<file path="src/rtl/tpu_seq_pkg.sv">
// Shared types and TPU address map for the TPU job sequencer.
package tpu_seq_pkg;

  typedef enum logic [2:0] {
    StIdle,
    StClrC,
    StFetch,
    StWrite,
    StStart,
    StCompute,
    StDrain
  } state_e;

  localparam logic [15:0] A_BASE     = 16'h0100;
  localparam logic [15:0] B_BASE     = 16'h0200;
  localparam logic [15:0] C_BASE     = 16'h0300;
  localparam logic [15:0] START_ADDR = 16'h0400;
  localparam logic [15:0] ROW_STRIDE = 16'h0008;

endpackage

</file>
<file path="src/rtl/tpu_seq_addr_gen.sv">
// Word-index counter that maps the current index onto the A/B or C region of the TPU map.
module tpu_seq_addr_gen
  import tpu_seq_pkg::*;
#(
  parameter int unsigned DIM      = 8,
  parameter int unsigned NWORDS_C = 16,
  parameter int unsigned ADDRW    = 16,
  parameter int unsigned IDXW     = 4
) (
  input  logic             clk,
  input  logic             rst_n,
  input  logic             inc,
  input  logic             sel_c,
  output logic [IDXW-1:0]  idx,
  output logic [ADDRW-1:0] addr,
  output logic             last
);

  always_comb begin
    addr = '0;
    if (sel_c) begin
      addr = ADDRW'(C_BASE) + ADDRW'(idx) * ADDRW'(ROW_STRIDE);
    end else if (idx < IDXW'(DIM)) begin
      addr = ADDRW'(A_BASE) + ADDRW'(idx) * ADDRW'(ROW_STRIDE);
    end else begin
      addr = ADDRW'(B_BASE) + ADDRW'(idx - IDXW'(DIM)) * ADDRW'(ROW_STRIDE);
    end
  end

  assign last = sel_c ? (idx == IDXW'(NWORDS_C - 1)) : (idx == IDXW'(2 * DIM - 1));

  // Wrapping on the last word leaves the index at zero for the next phase.
  always_ff @(posedge clk or negedge rst_n) begin
    if (!rst_n) begin
      idx <= '0;
    end else if (inc) begin
      idx <= last ? '0 : idx + 1'b1;
    end
  end

endmodule

</file>
<file path="src/rtl/tpu_job_sequencer.sv">
// Host-side job sequencer: loads A/B from SRAM into the TPU, starts it, and streams C back out.
module tpu_job_sequencer
  import tpu_seq_pkg::*;
#(
  parameter int unsigned DIM            = 8,
  parameter int unsigned BITS_C         = 16,
  parameter int unsigned ADDRW          = 16,
  parameter int unsigned DATAW          = 64,
  parameter int unsigned MEMAW          = 32,
  parameter int unsigned COMPUTE_CYCLES = 3 * DIM - 1
) (
  input  logic             clk,
  input  logic             rst_n,
  input  logic             cmd_valid,
  output logic             cmd_ready,
  input  logic [MEMAW-1:0] cmd_src,
  input  logic             cmd_clear_c,
  output logic             mem_req,
  output logic [MEMAW-1:0] mem_addr,
  input  logic             mem_rvalid,
  input  logic [DATAW-1:0] mem_rdata,
  output logic             tpu_rw,
  output logic [ADDRW-1:0] tpu_addr,
  output logic [DATAW-1:0] tpu_din,
  input  logic [DATAW-1:0] tpu_dout,
  output logic             res_valid,
  input  logic             res_ready,
  output logic [DATAW-1:0] res_data,
  output logic             res_last,
  output logic             busy,
  output logic [15:0]      jobs_done
);

  localparam int unsigned CWords = DIM * ((DIM * BITS_C + DATAW - 1) / DATAW);
  localparam int unsigned MaxW   = (2 * DIM > CWords) ? 2 * DIM : CWords;
  localparam int unsigned IdxW   = $clog2(MaxW);
  localparam int unsigned CntW   = $clog2(COMPUTE_CYCLES + 1);

  state_e            state_q;
  logic [MEMAW-1:0]  src_q;
  logic [CntW-1:0]   cnt_q;
  logic              gen_inc, gen_sel_c, gen_last;
  logic [IdxW-1:0]   gen_idx;
  logic [ADDRW-1:0]  gen_addr;

  assign gen_sel_c = (state_q == StClrC) || (state_q == StDrain);
  assign gen_inc   = (state_q == StClrC) || (state_q == StWrite) ||
                     ((state_q == StDrain) && res_valid && res_ready);

  tpu_seq_addr_gen #(
    .DIM      (DIM),
    .NWORDS_C (CWords),
    .ADDRW    (ADDRW),
    .IDXW     (IdxW)
  ) u_addr_gen (
    .clk   (clk),
    .rst_n (rst_n),
    .inc   (gen_inc),
    .sel_c (gen_sel_c),
    .idx   (gen_idx),
    .addr  (gen_addr),
    .last  (gen_last)
  );

  // Bus outputs are loaded on the edge entering the cycle that presents them.
  always_ff @(posedge clk or negedge rst_n) begin
    if (!rst_n) begin
      state_q   <= StIdle;
      src_q     <= '0;
      cnt_q     <= '0;
      cmd_ready <= 1'b1;
      busy      <= 1'b0;
      mem_req   <= 1'b0;
      mem_addr  <= '0;
      tpu_rw    <= 1'b0;
      tpu_addr  <= '0;
      tpu_din   <= '0;
      res_valid <= 1'b0;
      res_last  <= 1'b0;
      res_data  <= '0;
      jobs_done <= '0;
    end else begin
      mem_req <= 1'b0;
      unique case (state_q)
        StIdle: begin
          if (cmd_valid) begin
            src_q     <= cmd_src;
            cmd_ready <= 1'b0;
            busy      <= 1'b1;
            if (cmd_clear_c) begin
              state_q  <= StClrC;
              tpu_rw   <= 1'b1;
              tpu_addr <= ADDRW'(C_BASE);
              tpu_din  <= '0;
            end else begin
              state_q  <= StFetch;
              mem_req  <= 1'b1;
              mem_addr <= cmd_src;
            end
          end
        end
        StClrC: begin
          if (gen_last) begin
            state_q  <= StFetch;
            tpu_rw   <= 1'b0;
            tpu_addr <= '0;
            mem_req  <= 1'b1;
            mem_addr <= src_q;
          end else begin
            tpu_addr <= gen_addr + ADDRW'(ROW_STRIDE);
          end
        end
        StFetch: begin
          if (mem_rvalid) begin
            state_q  <= StWrite;
            tpu_rw   <= 1'b1;
            tpu_addr <= gen_addr;
            tpu_din  <= mem_rdata;
          end
        end
        StWrite: begin
          if (gen_last) begin
            state_q  <= StStart;
            tpu_addr <= ADDRW'(START_ADDR);
            tpu_din  <= '0;
          end else begin
            state_q  <= StFetch;
            tpu_rw   <= 1'b0;
            tpu_addr <= '0;
            tpu_din  <= '0;
            mem_req  <= 1'b1;
            mem_addr <= src_q + MEMAW'(gen_idx) + MEMAW'(1);
          end
        end
        StStart: begin
          state_q  <= StCompute;
          tpu_rw   <= 1'b0;
          tpu_addr <= '0;
          cnt_q    <= CntW'(COMPUTE_CYCLES - 1);
        end
        StCompute: begin
          if (cnt_q == '0) begin
            state_q  <= StDrain;
            tpu_addr <= ADDRW'(C_BASE);
          end else begin
            cnt_q <= cnt_q - 1'b1;
          end
        end
        StDrain: begin
          if (!res_valid) begin
            res_valid <= 1'b1;
            res_data  <= tpu_dout;
            res_last  <= gen_last;
            tpu_addr  <= '0;
          end else if (res_ready) begin
            res_valid <= 1'b0;
            res_last  <= 1'b0;
            if (gen_last) begin
              state_q   <= StIdle;
              cmd_ready <= 1'b1;
              busy      <= 1'b0;
              jobs_done <= jobs_done + 16'd1;
            end else begin
              tpu_addr <= gen_addr + ADDRW'(ROW_STRIDE);
            end
          end
        end
        default: state_q <= StIdle;
      endcase
    end
  end

endmodule

</file>
<file path="config.mk">
export PLATFORM = sky130hd
export DESIGN_NAME = tpu_job_sequencer
export DESIGN_NICKNAME = d
export VERILOG_FILES = /design/src/rtl/tpu_seq_pkg.sv /design/src/rtl/tpu_seq_addr_gen.sv /design/src/rtl/tpu_job_sequencer.sv
export SDC_FILE = /design/constraint.sdc
export NUM_CORES = 1
export LEC_CHECK = 0
export CAP_MARGIN = 20
export CORE_UTILIZATION = 51
export CTS_BUF_LIST = sky130_fd_sc_hd__clkbuf_4
export CTS_CLUSTER_DIAMETER = 50
export CTS_CLUSTER_SIZE = 8
export DETAILED_ROUTE_END_ITERATION = 8
export GPL_TIMING_DRIVEN = 0
export PLACE_DENSITY = 0.95
export SLEW_MARGIN = 0
export SYNTH_ARGS = -nofsm -noshare
export SYNTH_HDL_FRONTEND = slang
export SYNTH_HIERARCHICAL = 1
export SYNTH_SLANG_ARGS = --single-unit
</file>
<file path="constraint.sdc">
create_clock -name clk -period 4.5 [get_ports clk]
set_input_delay 0.675 -clock clk [delete_from_list [all_inputs] [get_ports clk]]
set_output_delay 0.675 -clock clk [all_outputs]
set_load 0.05 [all_outputs]
</file>
==> run metrics, run 1 <==
total CTS buffers 36; reg-to-reg slack, setup roughly 1500 ps; CTS sink cnt ~240; Final ANT Viol Nets 0; minimum clock period 2966 ps; Post-synth EDFFs 0; Leakage 0.006725 uW; Reg clk slew, reported paths about 100 ps; DP Area approximately 15000 sq um; Row Count 53; Hold Fails Final Rpt 0; Synth area leaders dfrtp_1 (55%), mux2_1 (5.8%), a22o_1 (5.6%); H-tree levels 2; # IOs between 300 and 400; Max FO, Critical Path 11; clock root buffer clkbuf_4; Max-cap violations 0; first-pass GRT wire length approximately 52 mm; post-route clock period utilization between 60% and 70%; async set-reset flop share out of synthesis 100.0%; #FFs+latches synth 242; Max Freq about 340 MHz; Die Ht about 150 um; chip width roughly 150 um; post-CTS sizing 0; warnings from Yosys 6; commonest non-fill, non-tap cell in the layout clkdlybuf4s50_1; RePlAce Congestion 0.9222; Worst Path Required roughly 5000 ps; Pwr Density 739.5 nW/um^2; commonest non-fill, non-tap cells in the layout clkdlybuf4s50_1 (362), dfrtp_1 (241), a22o_1 (69); Synth Area per Inst 11.88 sq um; dpl cells approximately 1600; Post-Syn Instances just over 900; Worst Skew about 23 ps; Synth-to-Final Area Change 40.63%; worst skew pair latency slightly above 600 ps; Post-Syn Area 10880 sq um; worst vdd ir approximately 0.00051 V; GRT overflow 0; hold buffers post-CTS 0; Worst setup EP type flop; fin nets roughly 1500; Top FF cell, synth dfrtp_1; crit path launch type flop; postcts setup bufs 0; Min-Delay Path Class primary input to asynchronous set/reset pin; status completed; actual slew at the worst max-slew pin just under 1000 ps; vias in the first global route between 9000 and 10000; routed len/inst about 21 um; max-slew violation count 0; CTS Buffer Depth 3; final WL about 34 mm; r2r endpoint mem_addr[11]; FF-to-FF Start u_addr_gen/idx[0]; unrepaired setup endpoints after global routing false; Synth top area share a little under three fifths; Slew HR between 30% and 40%; CORE AREA 20960 sq um; initial antenna violation count 15; Post-Layout Inst Area roughly 15000 sq um; worst reg2reg path depth 10; global-route usage over all layers between 30% and 40%; endpoints failing setup 0; fin cells between 1500 and 2000; Detail Placement HPWL around 25 mm; register area share after synthesis a little under three fifths; DRC Markers 0; Initial Util between 50% and 60%; Setup CP Type flop to flop; largest net degree at the start of global routing approximately 130; share of cells above drive strength 1 approximately 11%; DR pass1 iterations 5; initial DRC count slightly below 600; IO buf count 363; filler cell count 1383; largest area contributor in the netlist dfrtp_1; CTS tree yes; Vias between 9000 and 10000; Data arrival, critical path 3470 ps; die area 21920 sq um; vias per cell between 5 and 6; Distinct cells, synth 74
[cells in the mapped netlist, drive strengths merged (2+ instances only)]
cell type	instances
nor4b	2
nand3	29
o21ai	45
ha	10
nor3	10
a41oi	3
clkbuf	21
nand4	15
o211ai	7
a31oi	6
nor4	7
inv	13
a211o	2
o22ai	11
a221oi	2
nand3b	2
nand2	61
a22o	69
nor2	38
a2111oi	6
or3	3
nand2b	4
nor3b	5
and4	8
or2	3
o21a	5
a21boi	2
and3	10
mux2i	4
a2bb2oi	2
buf	46
a21o	4
and2	3
xor2	16
nor2b	4
a211oi	9
o31ai	3
a32oi	2
a21oi	30
dfrtp	241
xnor2	35
or4	2
a22oi	6
mux2	96
[final cells by class]
| class | count | area [sq um] | area share, % |
|---|---|---|---|
| Inverter | 13 | 48.80 | 0.3189 |
| Timing Repair Buffer | 364 | 3666 | 23.96 |
| Antenna cell | 15 | 37.54 | 0.2453 |
| Multi-Input combinational cell | 603 | 4468 | 29.20 |
| Tap cell | 275 | 344.1 | 2.249 |
| Clock inverter | 3 | 16.27 | 0.1063 |
| Buffer | 67 | 339.1 | 2.216 |
| Sequential cell | 242 | 6057 | 39.59 |
| Clock buffer | 43 | 322.8 | 2.110 |
[registers in the layout, indices dropped and copies added (netlist names)]
signal	flops
jobs_done	16
tpu_addr	16
src_q	32
tpu_din	64
mem_addr	32
res_valid	1
res_data	64
mem_req	1
cnt_q	5
state_q	3
res_last	1
u_addr_gen/idx	4
cmd_ready	1
busy	1
tpu_rw	1
[cell families after synthesis]
logic type / synth area share, %
adders and majority gates: 1.334
and+or+nand+nor: 9.845
xor gates and xnor gates: 4.106
buffers and inverters: 3.565
AOI/OAI and AO/OA: 15.14
muxes: 10.30
other: 0.03447
DFF: 55.68
[metal layers]
metal / routed length [um] / global-route usage (%) / up-vias
li1: - / - / 4173
met1: 12600 / 36.67 / 4582
met2: 16550 / 50.16 / 521
met3: 2852 / 7.485 / 115
met4: 2095 / 19.18 / 0
met5: 0 / 0 / -
[where the power goes]
group / switching [uW] / internal (uW)
sequential: 599 / 2940
combinational: 4230 / 2360
clock: 740 / 443
total: 5570 / 5740
[critical path: stages (launching register included)]
cell and delay, ps:
dfrtp_1 560, ha_1 260, and3_1 190, buf_2 240, xor2_1 130, a21oi_2 310, or2_1 150, clkbuf_1 270
clkbuf_1 470, a21oi_1 110, o22ai_1 170
[worst max path at each step]
stage                      start      endpoint  slack, ps
3_5_place_dp   u_addr_gen/idx[0]  mem_addr[11]       1650
3_3_place_gp               rst_n   res_data[9]      -7380
5_1_grt        u_addr_gen/idx[0]  mem_addr[11]       1370
2_1_floorplan  u_addr_gen/idx[0]  mem_addr[15]       2190
6_report       u_addr_gen/idx[0]  mem_addr[11]       1530
4_1_cts        u_addr_gen/idx[0]  mem_addr[11]       1620
[per-stage QoR]
step	worst slack, ps	setup TNS (ps)	hold WS (ps)	utilization [%]	total power (uW)
after floorplan	2192	0	379.4	-	7828
after global placement	-7385	-1779610	465.2	71.06	9837
after detailed placement	1649	0	477.9	71.21	10060
after CTS	1616	0	141.9	72.83	11280
after global routing	1373	0	160.4	73.01	11880
final	1534	0	98.07	73.01	11310
Note: power is estimated with default switching activity, not from simulation.
==> inputs of run 2 (changes only) <==
--- a/config.mk
+++ b/config.mk
@@ -6,13 +6,13 @@
 export NUM_CORES = 1
 export LEC_CHECK = 0
 export CAP_MARGIN = 20
-export CORE_UTILIZATION = 51
+export CORE_UTILIZATION = 43
 export CTS_BUF_LIST = sky130_fd_sc_hd__clkbuf_4
 export CTS_CLUSTER_DIAMETER = 50
 export CTS_CLUSTER_SIZE = 8
 export DETAILED_ROUTE_END_ITERATION = 8
 export GPL_TIMING_DRIVEN = 0
-export PLACE_DENSITY = 0.95
+export PLACE_DENSITY = 0.91
 export SLEW_MARGIN = 0
 export SYNTH_ARGS = -nofsm -noshare
 export SYNTH_HDL_FRONTEND = slang
==> constraint.sdc (replaced) <==
create_clock -name clk -period 2.7 [get_ports clk]
set_input_delay 0.405 -clock clk [delete_from_list [all_inputs] [get_ports clk]]
set_output_delay 0.405 -clock clk [all_outputs]
set_load 0.05 [all_outputs]
==> run 2 against run 1 <==
  * Hold slack better by 230 ps
  * Die area is 18% higher
  * Highest routed layer unchanged
  * Clock-buffer cell count is 5 higher
  * Critical path depth stayed put
  * Power is 67% higher
==> run metrics, run 2 (same netlist as run 1, synthesis figures left out) <==
filler cell count 1876 (was 1383); postcts setup bufs 0 (unchanged); Post-Layout Inst Area 15450 sq um (was 15300 sq um); status completed (unchanged); routed len/inst 20.19 um (was 20.98 um); final setup TNS 0 ps (unchanged); initial DRC count 623 (was 581); Data arrival, critical path 3080 ps (was 3470 ps); global-route usage over all layers 25.93% (was 30.72%); commonest non-fill, non-tap cell in the layout clkdlybuf4s50_1 (unchanged); Worst setup EP type flop (unchanged); Detail Placement HPWL 25.60 mm (was 25.47 mm); fin nets 1505 (was 1504); dpl cells 1614 (was 1564); commonest non-fill, non-tap cells in the layout clkdlybuf4s50_1 (362), dfrtp_1 (239), a22o_1 (69) (was clkdlybuf4s50_1 (362), dfrtp_1 (241), a22o_1 (69)); total CTS buffers 37 (was 36); final WL 33.86 mm (was 34.10 mm); # IOs 364 (unchanged); GRT overflow 0 (unchanged); Final ANT Viol Nets 0 (unchanged); worst skew pair latency 630 ps (was 610 ps); Leakage 0.006770 uW (was 0.006725 uW); Initial Util 44.34% (was 51.92%); CP max stage cell dfrtp_2 (was dfrtp_1); first-pass GRT wire length 52.52 mm (was 51.94 mm); post-route clock period utilization 96.69% (was 65.90%); Worst Skew 36.89 ps (was 22.65 ps); DP Area 15010 sq um (was 14920 sq um); largest net degree at the start of global routing 107 (was 127); IO buf count 363 (unchanged); crit path launch type flop (unchanged); RePlAce Congestion 0.9032 (was 0.9222); Hold Fails Final Rpt 0 (unchanged); fin cells 1677 (was 1625); clock root buffer clkbuf_4 (unchanged); H-tree levels 2 (unchanged); actual slew at the worst max-slew pin 691.3 ps (was 961.8 ps); Max Freq 383.1 MHz (was 337.2 MHz); DR pass1 iterations 5 (unchanged); Setup CP Type flop to flop (unchanged); CORE AREA 24530 sq um (was 20960 sq um); endpoints failing setup 0 (unchanged); CTS Buffer Depth 3 (unchanged); worst vdd ir 0.001011 V (was 0.0005125 V); Multi-input gate area 4482 sq um (was 4468 sq um); Min-Delay Path Class primary input to asynchronous set/reset pin (unchanged); unrepaired setup endpoints after global routing false (unchanged); CP max stage delay 480 ps (was 560 ps); CTS sink cnt 242 (unchanged); Row Count 57 (was 53); Die Ht 161.1 um (was 148.1 um); Synth-to-Final Area Change 42.00% (was 40.63%); initial antenna violation count 13 (was 15); die area 25940 sq um (was 21920 sq um); Max FO, Critical Path 11 (unchanged); minimum clock period 2611 ps (was 2966 ps); max-slew violation count 0 (unchanged); vias in the first global route 9477 (was 9374); Pwr Density 1225 nW/um^2 (was 739.5 nW/um^2); Max-cap violations 0 (unchanged); DRC Markers 0 (unchanged); Worst Path Required 3170 ps (was 5010 ps); share of cells above drive strength 1 12.15% (was 11.16%); Slew HR 53.74% (was 35.88%); vias per cell 5.530 (was 5.779); CTS tree yes (unchanged); chip width 161.1 um (was 148.1 um); register area 6060 sq um (was 6057 sq um); Vias 9273 (was 9391); top flop regs res_data (64), tpu_din (64) (unchanged); Reg clk slew, reported paths 90 ps (was 100 ps); crit-path cells ha_1 > and3_1 > clkbuf_4 > xor2_1 > a21oi_2 > or2_1 > inv_2 > buf_2 > nand3_1 > o211ai_1 (was ha_1 > and3_1 > buf_2 > xor2_1 > a21oi_2 > or2_1 > clkbuf_1 > clkbuf_1 > a21oi_1 > o22ai_1)
==> run 2: cell types whose count changed in the layout (fill, tap and decap cells not counted), moves of 2 or more <==
cell / before / now
clkbuf_1: 21 / 16
clkbuf_2: 0 / 3
clkbuf_4: 43 / 49
clkinv_1: 0 / 2
dfrtp_1: 241 / 239
dfrtp_2: 0 / 2
diode_2: 15 / 11
==> run 2: cell type report <==
class / instances / area share [%]
multi-input combinational: 603 / 29.01
clock inverter: 5 / 0.1539
tap: 324 / 2.624
antenna: 11 / 0.1782
sequential: 242 / 39.22
timing repair buffer: 366 / 23.97
inverter: 13 / 0.3159
clock buffer: 48 / 2.333
buffer: 65 / 2.187
==> run 2: critical path: cells and delay by family, from the launching register on <==
kind / cells / cell delay, ps
simple gates: 3 / 630
buf+inv: 3 / 510
flops: 1 / 480
compound gates: 2 / 390
fa+ha+maj: 1 / 260
xor+xnor: 1 / 180
==> run 2: final timing paths <==
kind                                    from       endpoint  slack [ps]  cells past startpoint
setup / recovery           u_addr_gen/idx[0]   mem_addr[10]          90                     10
hold / removal                         rst_n    tpu_din[31]         330                      2
setup reg to reg           u_addr_gen/idx[0]   mem_addr[10]          90                     10
hold reg to reg                jobs_done[15]  jobs_done[15]         470                      1
max in group asynchronous              rst_n    res_data[6]        1120                      4
min in group clk                 cmd_src[12]      src_q[12]         370                      3
==> run 2: timing repair <==
action	in CTS	in global routing
setup endpoints to repair	22	31
endpoints found under the hold margin	66	0
hold buffers	1	0
resized for setup	3	7
==> run 2: power breakdown <==
group | leakage, uW | total [uW] | internal, uW | switching (uW)
Sequential | 0.00317 | 5900 | 4910 | 991
Combinational | 0.00337 | 10900 | 3940 | 7010
Clock | 0.000232 | 2070 | 819 | 1260
==> run 2: routing by layer <==
layer | global-route usage (%) | up-vias | part of all wire, %
met1 | 29.65 | 4614 | 37
met4 | 12.61 | 0 | 4.0
li1 | - | 4193 | -
met5 | 0 | - | 0
met3 | 6.805 | 80 | 8.0
met2 | 45.00 | 386 | 51
==> run 2: through the flow <==
step | hold WS, ps | power (uW) | utilization [%] | worst slack [ps]
2_1_floorplan | 109.4 | 13050 | - | 392.3
3_3_place_gp | 462.1 | 16450 | 60.94 | -9001
3_5_place_dp | 395.7 | 16780 | 61.19 | -140.0
4_1_cts | 284.9 | 18960 | 62.82 | 62.78
5_1_grt | 336.9 | 19910 | 62.95 | 5.054
6_report | 326.2 | 18920 | 62.97 | 89.44
